==> config.mk <==
export PLATFORM = sky130hd
export DESIGN_NAME = hps_cmd_ctrl
export DESIGN_NICKNAME = d
export VERILOG_FILES = /design/src/rtl/hps_cmd_pkg.sv /design/src/rtl/rsp_byte_fifo.sv /design/src/rtl/hps_cmd_ctrl.sv
export SDC_FILE = /design/constraint.sdc
export NUM_CORES = 1
export LEC_CHECK = 0
export CORE_ASPECT_RATIO = 0.8
export CORE_MARGIN = 1
export CORE_UTILIZATION = 33
export DETAILED_ROUTE_END_ITERATION = 6
export PLACE_DENSITY = 0.56
export SYNTH_ARGS = -nofsm -noshare
export SYNTH_HDL_FRONTEND = slang
export SYNTH_SLANG_ARGS = --single-unit
==> constraint.sdc <==
create_clock -name clk -period 3.1 [get_ports clk]
set_input_delay 0.62 -clock clk [delete_from_list [all_inputs] [get_ports clk]]
set_output_delay 0.62 -clock clk [all_outputs]
set_load 0.1 [all_outputs]
==> src/rtl/hps_cmd_pkg.sv <==
`default_nettype none
// ============================================================================
//  Module   : hps_cmd_pkg
//  Purpose  : Shared types and constants for the HPS command controller:
//             command field layout, special opcodes, status bit positions
//             and the controller state enumeration.
//  Revision : 1.0 - initial release
// ============================================================================
package hps_cmd_pkg;

  // Command word layout: [17:15] opcode, [14:0] operand
  localparam int CMD_W  = 18;
  localparam int OPC_W  = 3;
  localparam int OPD_W  = 15;
  localparam int DATA_W = 8;
  localparam int STAT_W = 3;

  // Opcodes handled locally; everything else is forwarded to the engine
  localparam logic [OPC_W-1:0] OP_NOP       = 3'b000;
  localparam logic [OPC_W-1:0] OP_READ_NEXT = 3'b111;

  // Bit positions inside rsp_status
  localparam int ST_DONE = 0;
  localparam int ST_BUSY = 1;
  localparam int ST_ERR  = 2;

  typedef enum logic [1:0] {
    IDLE     = 2'd0,
    EXEC     = 2'd1,
    WAIT_ENG = 2'd2,
    RESPOND  = 2'd3
  } state_t;

  // True for opcodes that must be sequenced through the processing engine
  function automatic logic is_engine_op(input logic [OPC_W-1:0] op);
    return (op != OP_NOP) && (op != OP_READ_NEXT);
  endfunction

endpackage
`default_nettype wire

==> src/rtl/rsp_byte_fifo.sv <==
`default_nettype none
// ============================================================================
//  Module   : rsp_byte_fifo
//  Purpose  : Circular result-byte buffer with first-word-fall-through read.
//             A push into a full buffer is dropped; a pop from an empty one
//             is ignored. flush empties the buffer in one cycle.
//  Revision : 1.0 - initial release
// ============================================================================
module rsp_byte_fifo #(
  parameter int RES_DEPTH = 4,
  parameter int DATA_W    = 8
) (
  input  logic              clk,
  input  logic              reset,
  input  logic              push,
  input  logic              pop,
  input  logic              flush,
  input  logic [DATA_W-1:0] din,
  output logic [DATA_W-1:0] dout,
  output logic              empty,
  output logic              full
);

  localparam int PTR_W = (RES_DEPTH > 1) ? $clog2(RES_DEPTH) : 1;
  localparam logic [PTR_W-1:0] c_ptr_one   = 1;
  localparam logic [PTR_W:0]   c_cnt_one   = 1;
  localparam logic [PTR_W:0]   c_cnt_depth = (PTR_W+1)'(RES_DEPTH);

  logic [DATA_W-1:0] r_mem [RES_DEPTH];
  logic [PTR_W-1:0]  r_wr_ptr;
  logic [PTR_W-1:0]  r_rd_ptr;
  logic [PTR_W:0]    r_count;

  logic w_do_push;
  logic w_do_pop;

  assign empty     = (r_count == '0);
  assign full      = (r_count == c_cnt_depth);
  assign w_do_push = push && !full;
  assign w_do_pop  = pop && !empty;
  assign dout      = r_mem[r_rd_ptr];

  // Storage array; contents are don't-care while the buffer is empty
  always_ff @(posedge clk) begin
    if (w_do_push && !flush) begin
      r_mem[r_wr_ptr] <= din;
    end
  end

  // Pointers wrap naturally because the depth is a power of two
  always_ff @(posedge clk or posedge reset) begin
    if (reset) begin
      r_wr_ptr <= '0;
      r_rd_ptr <= '0;
      r_count  <= '0;
    end else if (flush) begin
      r_wr_ptr <= '0;
      r_rd_ptr <= '0;
      r_count  <= '0;
    end else begin
      if (w_do_push) begin
        r_wr_ptr <= r_wr_ptr + c_ptr_one;
      end
      if (w_do_pop) begin
        r_rd_ptr <= r_rd_ptr + c_ptr_one;
      end
      if (w_do_push && !w_do_pop) begin
        r_count <= r_count + c_cnt_one;
      end else if (w_do_pop && !w_do_push) begin
        r_count <= r_count - c_cnt_one;
      end
    end
  end

endmodule
`default_nettype wire

==> src/rtl/hps_cmd_ctrl.sv <==
`default_nettype none
// ============================================================================
//  Module   : hps_cmd_ctrl
//  Purpose  : Command controller between the HPS PIO ports and the FPGA
//             processing engine. Accepts an 18-bit command on a four-phase
//             level strobe, runs NOP / READ_NEXT locally, sequences engine
//             opcodes through a start/done handshake, buffers result bytes
//             and returns them one per READ_NEXT with done/busy/error flags.
//  Options  : define CMD_TIMEOUT_EN to enable the engine watchdog
//             (TIMEOUT_CYCLES) and the eng_abort pulse.
//  Revision : 1.0 - initial release
// ============================================================================
module hps_cmd_ctrl
  import hps_cmd_pkg::*;
#(
  parameter int RES_DEPTH      = 4,
  parameter int TIMEOUT_CYCLES = 1000000
) (
  input  logic              clk,
  input  logic              reset,
  input  logic [CMD_W-1:0]  cmd_word,
  input  logic              cmd_valid,
  output logic [DATA_W-1:0] rsp_data,
  output logic [STAT_W-1:0] rsp_status,
  output logic              eng_start,
  output logic [OPC_W-1:0]  eng_opcode,
  output logic [OPD_W-1:0]  eng_operand,
  output logic              eng_abort,
  input  logic              eng_done,
  input  logic              eng_err,
  input  logic              res_valid,
  input  logic [DATA_W-1:0] res_data
);

  state_t            r_state;
  logic              r_cmd_q;
  logic              r_done;
  logic              r_busy;
  logic              r_err;
  logic              r_ovf;
  logic              r_start;
  logic [OPC_W-1:0]  r_opcode;
  logic [OPD_W-1:0]  r_operand;
  logic [DATA_W-1:0] r_rsp_data;

  logic              w_accept;
  logic              w_push;
  logic              w_pop;
  logic              w_flush;
  logic              w_ovf_now;
  logic              w_tmo_hit;
  logic [DATA_W-1:0] w_fifo_dout;
  logic              w_empty;
  logic              w_full;

  // Rising edge of the HPS strobe, only honoured while idle
  assign w_accept  = (r_state == IDLE) && cmd_valid && !r_cmd_q;
  // Buffer traffic is confined to EXEC (pop/flush) and WAIT_ENG (push)
  assign w_push    = (r_state == WAIT_ENG) && res_valid;
  assign w_pop     = (r_state == EXEC) && (r_opcode == OP_READ_NEXT);
  assign w_flush   = (r_state == EXEC) && is_engine_op(r_opcode);
  assign w_ovf_now = w_push && w_full;

  rsp_byte_fifo #(
    .RES_DEPTH (RES_DEPTH),
    .DATA_W    (DATA_W)
  ) u_fifo (
    .clk   (clk),
    .reset (reset),
    .push  (w_push),
    .pop   (w_pop),
    .flush (w_flush),
    .din   (res_data),
    .dout  (w_fifo_dout),
    .empty (w_empty),
    .full  (w_full)
  );

`ifdef CMD_TIMEOUT_EN
  localparam int TMO_W = $clog2(TIMEOUT_CYCLES + 1);
  localparam logic [TMO_W-1:0] c_tmo_last = TMO_W'(TIMEOUT_CYCLES - 1);
  localparam logic [TMO_W-1:0] c_tmo_one  = 1;

  logic [TMO_W-1:0] r_tmo_cnt;
  logic             r_abort;

  // eng_done in the expiry cycle wins over the watchdog
  assign w_tmo_hit = (r_state == WAIT_ENG) && !eng_done && (r_tmo_cnt == c_tmo_last);
  assign eng_abort = r_abort;

  // Watchdog: cleared on entry to WAIT_ENG, counts every cycle spent there
  always_ff @(posedge clk or posedge reset) begin
    if (reset) begin
      r_tmo_cnt <= '0;
      r_abort   <= 1'b0;
    end else begin
      r_abort <= w_tmo_hit;
      if (r_state != WAIT_ENG) begin
        r_tmo_cnt <= '0;
      end else begin
        r_tmo_cnt <= r_tmo_cnt + c_tmo_one;
      end
    end
  end
`else
  assign w_tmo_hit = 1'b0;
  assign eng_abort = 1'b0;
`endif

  // Strobe history; resets high so a strobe held through reset is ignored
  always_ff @(posedge clk or posedge reset) begin
    if (reset) begin
      r_cmd_q <= 1'b1;
    end else begin
      r_cmd_q <= cmd_valid;
    end
  end

  // Main sequencer with registered status, start pulse and response byte
  always_ff @(posedge clk or posedge reset) begin
    if (reset) begin
      r_state    <= IDLE;
      r_done     <= 1'b0;
      r_busy     <= 1'b0;
      r_err      <= 1'b0;
      r_ovf      <= 1'b0;
      r_start    <= 1'b0;
      r_opcode   <= '0;
      r_operand  <= '0;
      r_rsp_data <= '0;
    end else begin
      r_start <= 1'b0;
      case (r_state)
        IDLE: begin
          if (w_accept) begin
            r_opcode  <= cmd_word[CMD_W-1 -: OPC_W];
            r_operand <= cmd_word[OPD_W-1:0];
            r_err     <= 1'b0;
            r_state   <= EXEC;
          end
        end
        EXEC: begin
          if (r_opcode == OP_NOP) begin
            r_done  <= 1'b1;
            r_state <= RESPOND;
          end else if (r_opcode == OP_READ_NEXT) begin
            if (!w_empty) begin
              r_rsp_data <= w_fifo_dout;
            end else begin
              r_err <= 1'b1;
            end
            r_done  <= 1'b1;
            r_state <= RESPOND;
          end else begin
            r_ovf   <= 1'b0;
            r_start <= 1'b1;
            r_busy  <= 1'b1;
            r_state <= WAIT_ENG;
          end
        end
        WAIT_ENG: begin
          if (eng_done) begin
            // A byte dropped in this very cycle still counts as overflow
            r_err   <= eng_err | r_ovf | w_ovf_now;
            r_busy  <= 1'b0;
            r_done  <= 1'b1;
            r_state <= RESPOND;
          end else begin
            if (w_ovf_now) begin
              r_ovf <= 1'b1;
            end
            if (w_tmo_hit) begin
              r_err   <= 1'b1;
              r_busy  <= 1'b0;
              r_done  <= 1'b1;
              r_state <= RESPOND;
            end
          end
        end
        RESPOND: begin
          if (!cmd_valid) begin
            r_done  <= 1'b0;
            r_state <= IDLE;
          end
        end
        default: begin
          r_state <= IDLE;
        end
      endcase
    end
  end

  assign rsp_data            = r_rsp_data;
  assign rsp_status[ST_DONE] = r_done;
  assign rsp_status[ST_BUSY] = r_busy;
  assign rsp_status[ST_ERR]  = r_err;
  assign eng_start           = r_start;
  assign eng_opcode          = r_opcode;
  assign eng_operand         = r_operand;

endmodule
`default_nettype wire

# Yosys cells after proc, flatten, opt, wreduce, memory -nomap -nowiden
# Memories as Yosys holds them, arrays and structs flattened. A register that Yosys moved wholly into a read port is not among the register bits.
# Index checks and enable logic that the tools add are counted.
# word_totals
ff_bits	33
latch_bits	0
ram_bits	32
mem_bits_ro	0
inputBits	32
elab_cells	110
memories	1
# mem_list
name	depth	width	rd	rd_clocked_by_memory_dff	wr	line_no	source
u_fifo.r_mem	4	8	1	1	1	rsp_byte_fifo.sv:29	logic [DATA_W-1:0] r_mem [RES_DEPTH];
# classes
addsub	4
n_mul	0
n_div	0
n_lt_le_gt_ge	0
n_eq_ne	16
shifts	0
muxes	38
bitwise	4
n_reduce_logical	35
# ops
op	count
$mux 1	23
$mux 2	7
$ne 2x2->1 const B	7
$logic_and 1x1->1	12
$reduce_and 4->1	3
$reduce_bool 3->1	4
$mux 3	3
$pmux 2 s4	1
$eq 3x3->1 const B	2
$logic_not 1->1	6
$logic_not 3->1	2
$pmux 1 s3	2
$reduce_and 6->1	1
$reduce_bool 2->1	3
$reduce_and 5->1	1
$add 2x1->2 const B	2
$eq 2x2->1 const B	2
$ne 2x1->1 const B	2
$pmux 1 s2	2
$add 3x1->3 const B	1
$ne 3x1->1 const B	1
$ne 3x3->1 const B	1
$reduce_and 3->1	1
$sub 3x1->3 const B	1
5 further kinds	7

# Logic depth before layout (Yosys ltp)
# depth
word_depth	8
ltp_mapped	11

# Hierarchy
# A second synthesis with hierarchy kept.
# unflattened
hier_cells	217
area_unflattened_um2	3264.4
# modules_own_cells
module	instances	cells_per_inst	area_per_inst_um2
rsp_byte_fifo	1	106	1717.9
hps_cmd_ctrl	1	111	1546.5

# Worst setup path before layout
# OpenSTA, ideal clock, no wires.
# synth_timing
path_type	reg-to-reg
startpoint	reg r_opcode[1], in the netlist eng_opcode[1]
endpoint	reg u_fifo.r_count[2]
setup_ns	0.077
arrival_ns	2.641
required_time_ns	3.023
path_slack_ns	0.382
stages_incl_launch_ff	11
path_buffers	1
period_less_slack_ns	2.718
cell_sequence	dfrtp_1 -> and3_4 -> o311a_1 -> buf_4 -> inv_1 -> ha_1 -> inv_1 -> fa_1 -> xor2_1 -> or3_1 -> a21oi_1
# synth_between
elab_chain_len	7
elab_cells_between_ends	13
classes_between	eq/ne: 2; mux: 2; reduce/logical: 9
# synth_lines
item	line_no	source
from (decl)	hps_cmd_ctrl.sv:42	logic [OPC_W-1:0] r_opcode;
from (signal assigned)	hps_cmd_ctrl.sv:136	r_opcode <= cmd_word[CMD_W-1 -: OPC_W];
$eq 3x3->1	hps_cmd_ctrl.sv:60	assign w_pop = (r_state == EXEC) && (r_opcode == OP_READ_NEXT);
$logic_and 1x1->1	hps_cmd_ctrl.sv:60	
$logic_and 1x1->1	rsp_byte_fifo.sv:40	assign w_do_pop = pop && !empty;
$logic_not 1->1	rsp_byte_fifo.sv:67	if (w_do_push && !w_do_pop) begin
$logic_and 1x1->1	rsp_byte_fifo.sv:67	
$mux 3	rsp_byte_fifo.sv:67	
$mux 3	rsp_byte_fifo.sv:56	end else if (flush) begin
to (signal assigned)	rsp_byte_fifo.sv:68	r_count <= r_count + c_cnt_one;
to (signal assigned)	rsp_byte_fifo.sv:70	r_count <= r_count - c_cnt_one;
to (decl)	rsp_byte_fifo.sv:32	logic [PTR_W:0] r_count;
# Several ways; a longest one is shown, not always the timed one.
# A chain may end at the register's enable or synchronous reset.

# Worst setup path in the final report
# layout_timing
startpoint	reg r_state[0]
endpoint	reg u_fifo.r_count[2]
# layout_between
elab_chain_len	7
elab_cells_between_ends	14
classes_between	eq/ne: 2; mux: 2; reduce/logical: 10
# layout_lines
item	line_no	source
from (decl)	hps_cmd_ctrl.sv:35	state_t r_state;
from (signal assigned)	hps_cmd_ctrl.sv:122	r_state <= IDLE;
from (signal assigned)	hps_cmd_ctrl.sv:139	r_state <= EXEC;
from (signal assigned)	hps_cmd_ctrl.sv:145	r_state <= RESPOND;
$eq 2x1->1	hps_cmd_ctrl.sv:60, hps_cmd_ctrl.sv:61	
$logic_and 1x1->1	hps_cmd_ctrl.sv:60	
$logic_and 1x1->1	rsp_byte_fifo.sv:40	
$logic_not 1->1	rsp_byte_fifo.sv:67	
$logic_and 1x1->1	rsp_byte_fifo.sv:67	
$mux 3	rsp_byte_fifo.sv:67	
$mux 3	rsp_byte_fifo.sv:56	
# Several ways; a longest one is shown, not always the timed one.

==> run summary <==
Die width - 110 µm
Overflow after GRT - 0
Critical Path RT - 3.35 ns
Register bit total from synthesis - 73
Clock transition at path regs - 0.06 ns
Final RePlAce weighted congestion - 0.737
Max-slew headroom - 58.3%
Setup TNS - 0 ns
CTS root buf - clkbuf_16
Vias in the first global route - 1776
Pre-antenna DRT Iters - 4
Num ports - 63
Routed len/inst - 14.6 µm
Setup ws final - 0.737 ns
WP data arrival - 2.61 ns
Hold Path Class - flop to flop
Post-route cell area - 4080 µm²
Final Setup Violations - 0
Crit share post-route - 76.2%
N_diodes - 0
Buf/Inv on CP - 2
Synth Net Count - 235
Clk buf depth - 2
Max Slew Vio Count - 0
Total CTS buffers - 9
CP peak stage delay - 0.41 ns
Largest net degree at the start of global routing - 42
Delay-heaviest family, CP - adder cells
Slowest cell on the critical path - dfrtp_1
Number of fill cells - 808
CP Capture Type - flop
Global-route wire length before repair - 9270 µm
Initial antenna violation count - 0
Mapped Area - 3100 µm²
Fin. Hold Viols - 0
Gate Count Post-Synth - 192
Fraction of layout cells with a size suffix above 1 - 35.4%
Ys Warns - 0
CTS Hold Bufs - 0
DP Worst Slack - 0.462 ns
TritonCTS Sinks - 73
Worst-Margin Slew - 0.625 ns
Initial Utilization - 34.2%
CP max FO - 5
Area grow syn2layout - 31.3%
RSZ-0062 raised after global routing - no
Cell row count - 31
Final setup skew - 0.0108 ns
Post-CTS Setup Inserts - 0
H-tree Lvls - 3
Max Cap Violations - 0
Max Clock Freq - 0.423 GHz
Port bufs - 61
DP HPWL - 3730 µm
Post-Syn Area per Cell - 16.2 µm²
DR DRC count - 0
Nets - 301
CP Class - flop to flop
EDFF count, synth - 32
Status - complete, no violations
TritonCTS clock tree - built
Seq/Total Area, Yosys - 64.0%
Clk_lat worst skew - 0.33 ns
Asr flop ratio synth - 56.2%
Vias after detailed routing - 1726
Core box area - 9080 µm²
DIE HEIGHT - 88.8 µm
Placed Instance Area - 3740 µm²
Post-DR vias/cell - 4.57
Final ANT Viol Nets - 0
Cell Chain, Critical Path - inv_1 -> ha_1 -> nand2_1 -> a21oi_2 -> ha_1 -> inv_1 -> fa_1 -> xor2_1 -> or3_1 -> a21oi_1
Crit path launch type - flop
GRT Overall Usage - 12.6%
Minimum clock period - 2.36 ns
Primary FF master, synth - dfrtp_1
Detailed Route Iter0 Violations - 63
# resized after CTS - 0
Netlist cell types - 46
Die area - 9800 µm²
WL final - 5500 µm
layout by cell type, fill, tap and decap left out, types with 3 or more instances in the layout:
cell,instances
clkdlybuf4s50_1,31
ha_1,10
mux2_2,27
nor2_1,8
clkbuf_16,9
inv_1,9
edfxtp_1,32
dfrtp_1,40
buf_4,34
o21ai_0,3
and3_1,4
bufinv_16,3
a21oi_1,3
mux4_2,8
cells by family (layout without fill, tap and decap cells):
group | Yosys count | after routing | share of synthesized area, %
AO/OA/AOI/OAI | 19 | 19 | 4.84
XOR/XNOR | 4 | 4 | 1.13
adder cells (fa/ha/maj) | 11 | 11 | 4.68
buffers and inverters | 21 | 92 | 3.71
flip-flops | 73 | 73 | 64.0
multiplexers | 37 | 37 | 16.2
other | 1 | 1 | 0.121
AND/OR/NAND/NOR | 26 | 26 | 5.24
worst reg2reg max path: cells and delay by family, from the launching register on:
family | cells | cell delay, ns
AOI/OAI and AO/OA | 2 | 0.27
DFF | 1 | 0.41
adders and majority gates | 3 | 0.82
xor gates and xnor gates | 1 | 0.18
buffers and inverters | 2 | 0.19
and+or+nand+nor | 2 | 0.42
stage by stage:
stage | instances | hold WS (ns) | utilization [%]
after CTS | 378 | 0.512 | 44.9
final | 378 | 0.506 | 44.9
after global placement | 362 | 0.488 | 41.2
after floorplan | 192 | 0.477 | -
after detailed placement | 362 | 0.499 | 41.2
after global routing | 378 | 0.523 | 44.9
synth_stat cells (all sizes together) (3+ instances only):
cell    number  area [µm²]
o21ai        4        20.0
edfxtp      32         961
a21oi        4        23.8
ha          10         125
buf          9        70.1
mux4         8         180
nor2         9        36.3
dfrtp       40        1000
and3         5        36.3
inv         11        41.3
nand2        3        18.8
mux2        27         304
flip-flops by register name, indices dropped and copies added, names as in the netlist, 2 cells and up:
signal / cells
eng_opcode: 3
eng_operand: 15
r_state: 2
rsp_data: 8
u_fifo.r_count: 3
u_fifo.r_mem: 32
u_fifo.r_rd_ptr: 2
u_fifo.r_wr_ptr: 2
final timing paths:
path                                                 end  slack [ns]                    start  cells after the start
max reg2reg                u_fifo.r_count[2]$_DFFE_PP0P_        0.74   r_state[0]$_DFFE_PP0P_                     10
max                        u_fifo.r_count[2]$_DFFE_PP0P_        0.74   r_state[0]$_DFFE_PP0P_                     10
min in group asynchronous        rsp_data[0]$_DFFE_PP0P_        0.73                    reset                      3
max in group asynchronous              r_cmd_q$_DFF_PP1_        1.98                    reset                      3
min                              rsp_data[4]$_DFFE_PP0P_        0.51  rsp_data[4]$_DFFE_PP0P_                      1
min reg2reg                      rsp_data[4]$_DFFE_PP0P_        0.51  rsp_data[4]$_DFFE_PP0P_                      1
cell type report:
cell class / count / area, µm² / area share (%)
tap: 115 / 144 / 3.53
multi-input combinational: 98 / 1000 / 24.6
sequential: 73 / 1990 / 48.8
clock inverter: 6 / 106 / 2.61
timing repair buffer: 65 / 566 / 13.9
inverter: 11 / 41.3 / 1.01
clock buffer: 10 / 229 / 5.62
metal layers:
metal	track usage, %	vias up	part of all wire (%)
li1	-	837	-
met1	17.3	835	50
met2	17.8	48	43
met3	5.14	6	5.1
met4	4.73	0	1.4
met5	0	-	0
Power is left out: the tool's default activity adds up to more than one toggle a clock period on the data nets, which glitch-free logic cannot reach.
